File: src/rtl/dispatch_queue.sv
// dispatch_queue: circular instruction queue between fetch and dispatch.
// Accepts up to four instructions per cycle, compacted in program order with
// no holes, and presents the two oldest entries to the consumer, which takes
// every valid output slot when out_ready is high.
module dispatch_queue #(
  parameter int IW    = 16,
  parameter int DEPTH = 8
) (
  input  logic                     clk,
  input  logic                     rst,
  input  logic [IW-1:0]            ins1,
  input  logic [IW-1:0]            ins2,
  input  logic [IW-1:0]            ins3,
  input  logic [IW-1:0]            ins4,
  input  logic                     ins1_vld,
  input  logic                     ins2_vld,
  input  logic                     ins3_vld,
  input  logic                     ins4_vld,
  input  logic                     flush,
  output logic                     in_ready,
  output logic [IW-1:0]            out_ins1,
  output logic [IW-1:0]            out_ins2,
  output logic                     out_vld1,
  output logic                     out_vld2,
  input  logic                     out_ready,
  output logic [$clog2(DEPTH):0]   count
);

  localparam int AW = $clog2(DEPTH);
  localparam int CW = AW + 1;

  logic [IW-1:0] mem_q [DEPTH];
  logic [AW-1:0] head_q, head_d;
  logic [AW-1:0] tail_q, tail_d;
  logic [CW-1:0] count_q, count_d;

  logic [IW-1:0] slot_ins [4];
  logic [3:0]    slot_vld;
  logic [3:0]    wr_en;
  logic [AW-1:0] wr_addr [4];
  logic [2:0]    push_cnt;
  logic [2:0]    pop_cnt;
  logic          accept;
  logic [AW-1:0] head_p1;

  assign slot_ins[0] = ins1;
  assign slot_ins[1] = ins2;
  assign slot_ins[2] = ins3;
  assign slot_ins[3] = ins4;
  assign slot_vld    = {ins4_vld, ins3_vld, ins2_vld, ins1_vld};

  // Ready depends only on registered occupancy: room for a full group of four.
  assign in_ready = (count_q <= CW'(DEPTH - 4));
  assign accept   = in_ready & ~flush & ~rst;

  // Compact valid slots: each valid slot goes to tail plus the number of
  // valid slots ahead of it in program order.
  // NOTE: push_cnt is a running sum read after each update inside this loop,
  // so blocking assignments are required here; it also gets a default first
  // so no latch is inferred.
  always_comb begin
    push_cnt = '0;
    wr_en    = '0;
    for (int k = 0; k < 4; k++) begin
      wr_addr[k] = tail_q + AW'(push_cnt);
      wr_en[k]   = accept & slot_vld[k];
      push_cnt   = push_cnt + {2'b00, wr_en[k]};
    end
  end

  // Consumer takes every valid output slot when out_ready is high.
  always_comb begin
    pop_cnt = out_ready ? ({2'b00, out_vld1} + {2'b00, out_vld2}) : 3'd0;
    head_d  = head_q + AW'(pop_cnt);
    tail_d  = tail_q + AW'(push_cnt);
    count_d = count_q + CW'(push_cnt) - CW'(pop_cnt);
  end

  // Pointer and occupancy registers; reset beats flush, flush beats push/pop.
  always_ff @(posedge clk) begin
    if (rst || flush) begin
      head_q  <= '0;
      tail_q  <= '0;
      count_q <= '0;
    end else begin
      head_q  <= head_d;
      tail_q  <= tail_d;
      count_q <= count_d;
    end
  end

  // Entry storage writes; up to four distinct entries per cycle.
  // NOTE: storage is deliberately left out of reset -- the pointers and count
  // define which entries are live, so clearing the array would only cost logic.
  always_ff @(posedge clk) begin
    for (int k = 0; k < 4; k++) begin
      if (wr_en[k]) mem_q[wr_addr[k]] <= slot_ins[k];
    end
  end

  assign head_p1  = head_q + AW'(1);
  assign count    = count_q;
  assign out_vld1 = (count_q >= CW'(1));
  assign out_vld2 = (count_q >= CW'(2));
  assign out_ins1 = out_vld1 ? mem_q[head_q]  : '0;
  assign out_ins2 = out_vld2 ? mem_q[head_p1] : '0;

endmodule

File: config.mk
export PLATFORM = sky130hd
export DESIGN_NAME = dispatch_queue
export DESIGN_NICKNAME = d
export VERILOG_FILES = /design/src/rtl/dispatch_queue.sv
export SDC_FILE = /design/constraint.sdc
export NUM_CORES = 1
export LEC_CHECK = 0
export CAP_MARGIN = 25
export CELL_PAD_IN_SITES_DETAIL_PLACEMENT = 0
export CELL_PAD_IN_SITES_GLOBAL_PLACEMENT = 1
export CORE_ASPECT_RATIO = 1.5
export CORE_MARGIN = 2
export CORE_UTILIZATION = 46
export DETAILED_ROUTE_END_ITERATION = 10
export PLACE_DENSITY = 0.83
export SYNTH_ARGS = -nofsm -noshare
export SYNTH_HDL_FRONTEND = slang
export SYNTH_SLANG_ARGS = --single-unit
File: constraint.sdc
create_clock -name clk -period 6.3 [get_ports clk]
set_clock_uncertainty 0.15 [all_clocks]
set_input_delay 0.945 -clock clk [delete_from_list [all_inputs] [get_ports clk]]
set_output_delay 0.945 -clock clk [all_outputs]
set_load 0.05 [all_outputs]
After elaboration in Yosys (flattened, before gate mapping)
Memory sizes are Yosys's and may differ from the RTL's. A register that Yosys moved wholly into a read port is not among the register bits.
Index checks and enable logic that the tools add are counted.
{ "op_classes": {"order_cmp": 3, "muxes": 12, "bitwise": 8, "addsub": 12, "n_reduce_logical": 1} }
{ "ops": {"columns": ["cell", "count"], "rows": [
  ["$mux 16", 2],
  ["$mux 1", 8],
  ["$add 3x1->3", 2],
  ["$add 3x2->3", 2],
  ["$add 3x3->3", 2],
  ["$and 1x1->1", 6],
  ["$add 1x1->2", 2],
  ["$add 4x3->4", 1],
  ["$ge 4x1->1 const B", 1],
  ["$ge 4x2->1 const B", 1],
  ["$le 4x3->1 const B", 1],
  ["$sub 4x2->4", 1],
  ["$add 2x1->3", 1],
  ["$add 3x1->3 const B", 1],
  ["$mux 3", 1],
  ["$mux 2", 1],
  ["$not 1->1", 2],
  ["$logic_or 1x1->1", 1]
]} }
{ "totals": {"ff_bits": 10, "ram_bits": 128, "word_cells": 40, "in_bits": 72, "out_inout_bits": 39, "n_memories": 1} }
{ "memory_table": {"columns": ["memory", "words", "word_bits", "read_ports", "rd_clocked_by_memory_dff", "write_ports", "line_no", "rtl"], "rows": [
  ["mem_q", 8, 16, 2, 1, 4, "32", "logic [IW-1:0] mem_q [DEPTH];"]
]} }

Logic depth before layout (Yosys ltp)
{ "depth": {"ltp_word": 9, "ltp_mapped": 18, "ltp_nobuf": 16} }

Worst setup path after synthesis
OpenSTA, ideal clock, no wires.
{ "synth_path": {"path_kind": "input -> register", "startpoint": "input port rst", "endpoint": "memory mem_q[7][0] (enable)", "t_arrival_ns": 5.055, "stages": 13, "setup_slack_ns": 0.683, "n_path_buf": 3, "setup_ns": 0.411, "required_time_ns": 5.739, "cell_sequence": "or2_1 > buf_6 > nor3_1 > clkbuf_1 > and2_1 > inv_1 > fa_1 > inv_1 > ha_1 > fa_1 > clkbuf_1 > nand3_1 > o21ai_0"} }
{ "synth_lines": {"columns": ["item", "line_no", "rtl"], "rows": [
  ["start, declared", "10", "input logic rst,"],
  ["end, declared", "32", null]
]} }

==> impl_metrics.env <==
export IMPL_status="finished clean"
export IMPL_row_count=71
export IMPL_setup_violations_final=0
export IMPL_drv_slew=0
export IMPL_powerDensity_nw_per_um2=323.0
export IMPL_synth_top_area_cell="edfxtp_1"
export IMPL_port_buffers=110
export IMPL_antenna_found_initial=1
export IMPL_synth_top_area_share_pct=33.33
export IMPL_drc_errors=0
export IMPL_clockRootBuffer="clkbuf_16"
export IMPL_diodes=0
export IMPL_synth_top_family_by_area="compound AO/OA/AOI/OAI gates"
export IMPL_syn_area_um2=11530
export IMPL_avgSynthCellArea_um2=9.476
export IMPL_post_cts_setup_buffers=0
export IMPL_vias=10707
export IMPL_grt_max_degree=100
export IMPL_ant_nets=0
export IMPL_p_leak_uw=0.004272
export IMPL_die_area_um2=26380
export IMPL_fillers=2264
export IMPL_synth_xor_area_share_pct=1.313
export IMPL_fin_cells=1598
export IMPL_yosysWarnings=0
export IMPL_maxCapViolCount=0
export IMPL_die_w_um=133.3
export IMPL_yosys_area_share_simple_pct=14.77
export IMPL_min_period_ns=5.310
export IMPL_async_flop_share_pct=0
export IMPL_io_pins=111
export IMPL_setup_tns_ns=0
export IMPL_numCtsBuffers=17
export IMPL_path_class="input port to flip-flop"
export IMPL_grt_use_total_pct=31.36
export IMPL_drt_iter0_drc=1713
export IMPL_max_freq_mhz=188.3
export IMPL_h_tree_depth=4
export IMPL_avgRoutedWirePerCell_um=25.70
export IMPL_cp_start_kind="input port"
export IMPL_clk_pin_slew_ns=0.06
export IMPL_hpwl_mm=30.59
export IMPL_synthesis_nets=1314
export IMPL_critical_path_arrival_ns=5.30
export IMPL_cts_tree="yes"
export IMPL_finalCritPeriodShare_pct=84.29
export IMPL_dr_pass1_iters=7
export IMPL_hp_class="flip-flop to flip-flop"
export IMPL_nNetsFinal=1354
export IMPL_synth_top_cells_by_area="edfxtp_1 33%, mux4_2 12%, o22ai_1 5.3%, nand2_1 4.8%, clkbuf_1 3.1%"
export IMPL_synth_cell_types=54
export IMPL_ys_seq_elements=138
export IMPL_routed_top_layer="met4"
export IMPL_ys_flop_type="edfxtp_1"
export IMPL_synth_seq_area_share_pct=35.07
export IMPL_dp_cells=1564
export IMPL_worstPathRequired_ns=6.29
export IMPL_wl_mm=41.07
export IMPL_core_um2=24870
export IMPL_initial_utilization_pct=46.36
export IMPL_peakVddDrop_v=0.0003054
export IMPL_synthCells=1217
export IMPL_muxShareOfSynthArea_pct=14.25
export IMPL_die_height_um=197.9
export IMPL_m1WireLength_mm=17.72
export IMPL_insertion_delay_ns=0.42
export IMPL_finalHoldViolCount=0
export IMPL_met2WireLength_mm=18.59
export IMPL_ff2ff_path_depth=13
export IMPL_clock_sinks=138
export IMPL_whs_path_depth=2
export IMPL_final_layout_size_suffix_gt1_share_pct=13.39
export IMPL_grt_pass1_vias=9929
export IMPL_met3_length_mm=4.060
export IMPL_final_cell_mix="148 x nand2_1, 128 x edfxtp_1, 110 x clkdlybuf4s50_1, 98 x o22ai_1, 91 x nor2_1"
export IMPL_synth_fa_ha_area_share_pct=3.233
export IMPL_critPathCaptureType="flip-flop"
export IMPL_path_max_fanout=17
export IMPL_synth_compound_area_share_pct=24.87
export IMPL_relSlewSlack_pct=24.94
export IMPL_grt_pass1_wl_mm=63.41
export IMPL_synth_edf_count=128
export IMPL_grt_overflow=0
export IMPL_syn2layout_area_growth_pct=16.95
export IMPL_final_common_cell="nand2_1"
export IMPL_rsz0062_at_grt="no"
export IMPL_cts_hold_buffers=0
export IMPL_gp_congestion=0.9393
export IMPL_tightest_slew_ns=1.126
export IMPL_post_cts_resized=0
export IMPL_cts_buffer_depth=2
export IMPL_vias_per_cell=6.700
==> path summary, 6_finish.rpt <==
path         startpoint  slack [ns]           end
min reg2reg    count[0]        0.53      count[0]
min            count[0]        0.53      count[0]
max                 rst        0.99  mem_q[0][14]
max reg2reg    count[1]        1.80  mem_q[0][14]
==> layout make-up <==
type / count / area [um^2] / share of cell area [%]
timing repair buffer: 169 / 1582 / 11.73
clock buffer: 22 / 444.2 / 3.293
sequential: 138 / 4049 / 30.02
tap: 328 / 410.4 / 3.043
clock inverter: 10 / 101.3 / 0.7515
multi-input combinational: 903 / 6795 / 50.38
inverter: 28 / 105.1 / 0.7793
==> flip-flops by register name (all words and copies together), names as in the netlist <==
name and flops:
head_q 3, mem_q 128, count 4, tail_q 3
==> cell families (layout without fill, tap and decap cells) <==
family	Yosys count	count (layout)
buf+inv	176	229
simple gates	359	359
mux	83	83
xor+xnor	14	14
compound gates	422	422
flops	138	138
fa+ha+maj	25	25
==> per-stage QoR <==
stage	setup slack [ns]	util (%)	hold WS [ns]	power, uW	instance area (um^2)
6_report	0.9899	54.22	0.5259	4356	13490
2_1_floorplan	0.6833	-	0.4280	2681	11530
3_5_place_dp	0.5551	51.82	0.5220	3402	12890
4_1_cts	0.9997	54.01	0.5359	4337	13430
5_1_grt	0.7498	54.22	0.5567	4548	13490
3_3_place_gp	0.6732	51.79	0.5105	3380	12880
==> power by group <==
part           internal (uW)  switching (uW)
clock network            576             366
registers               1080            46.9
logic                    839            1450
==> cells in the mapped netlist, types with 4 or more instances <==
library cell	count
a211oi_1	30
o211ai_1	34
o31a_1	32
fa_1	8
nand2_1	148
a22o_1	32
buf_2	7
or3_1	36
inv_1	28
mux2i_1	16
nor4bb_1	15
xor2_1	5
xnor2_1	7
mux4_2	64
nor3_1	8
nor2_1	91
buf_6	4
and2_1	5
clkbuf_2	23
clkbuf_1	95
ha_1	17
edfxtp_1	128
a21oi_1	55
o21ai_0	66
o22ai_1	98
nand3_1	33
dfxtp_1	10
o21a_1	31
buf_1	17
o22a_1	31
==> routing by layer <==
layer / track usage (%) / up-vias
met4: 5.753 / 0
li1: - / 4784
met2: 47.67 / 729
met3: 4.608 / 51
met5: 0 / -
met1: 48.14 / 5143
==> worst max-delay path: stages <==
cell             delay (ns)
clkdlybuf4s50_1        0.42
or2_1                  0.37
nor3_2                 0.42
nand2_1                0.17
inv_1                  0.12
ha_1                   0.16
ha_1                   0.14
inv_1                  0.05
fa_1                   0.63
nand3b_1               0.27
o22ai_1                0.25
nand2_1                0.52
a22o_1                 0.37
o21ai_0                0.46
Note: power is estimated with default switching activity, not from simulation.
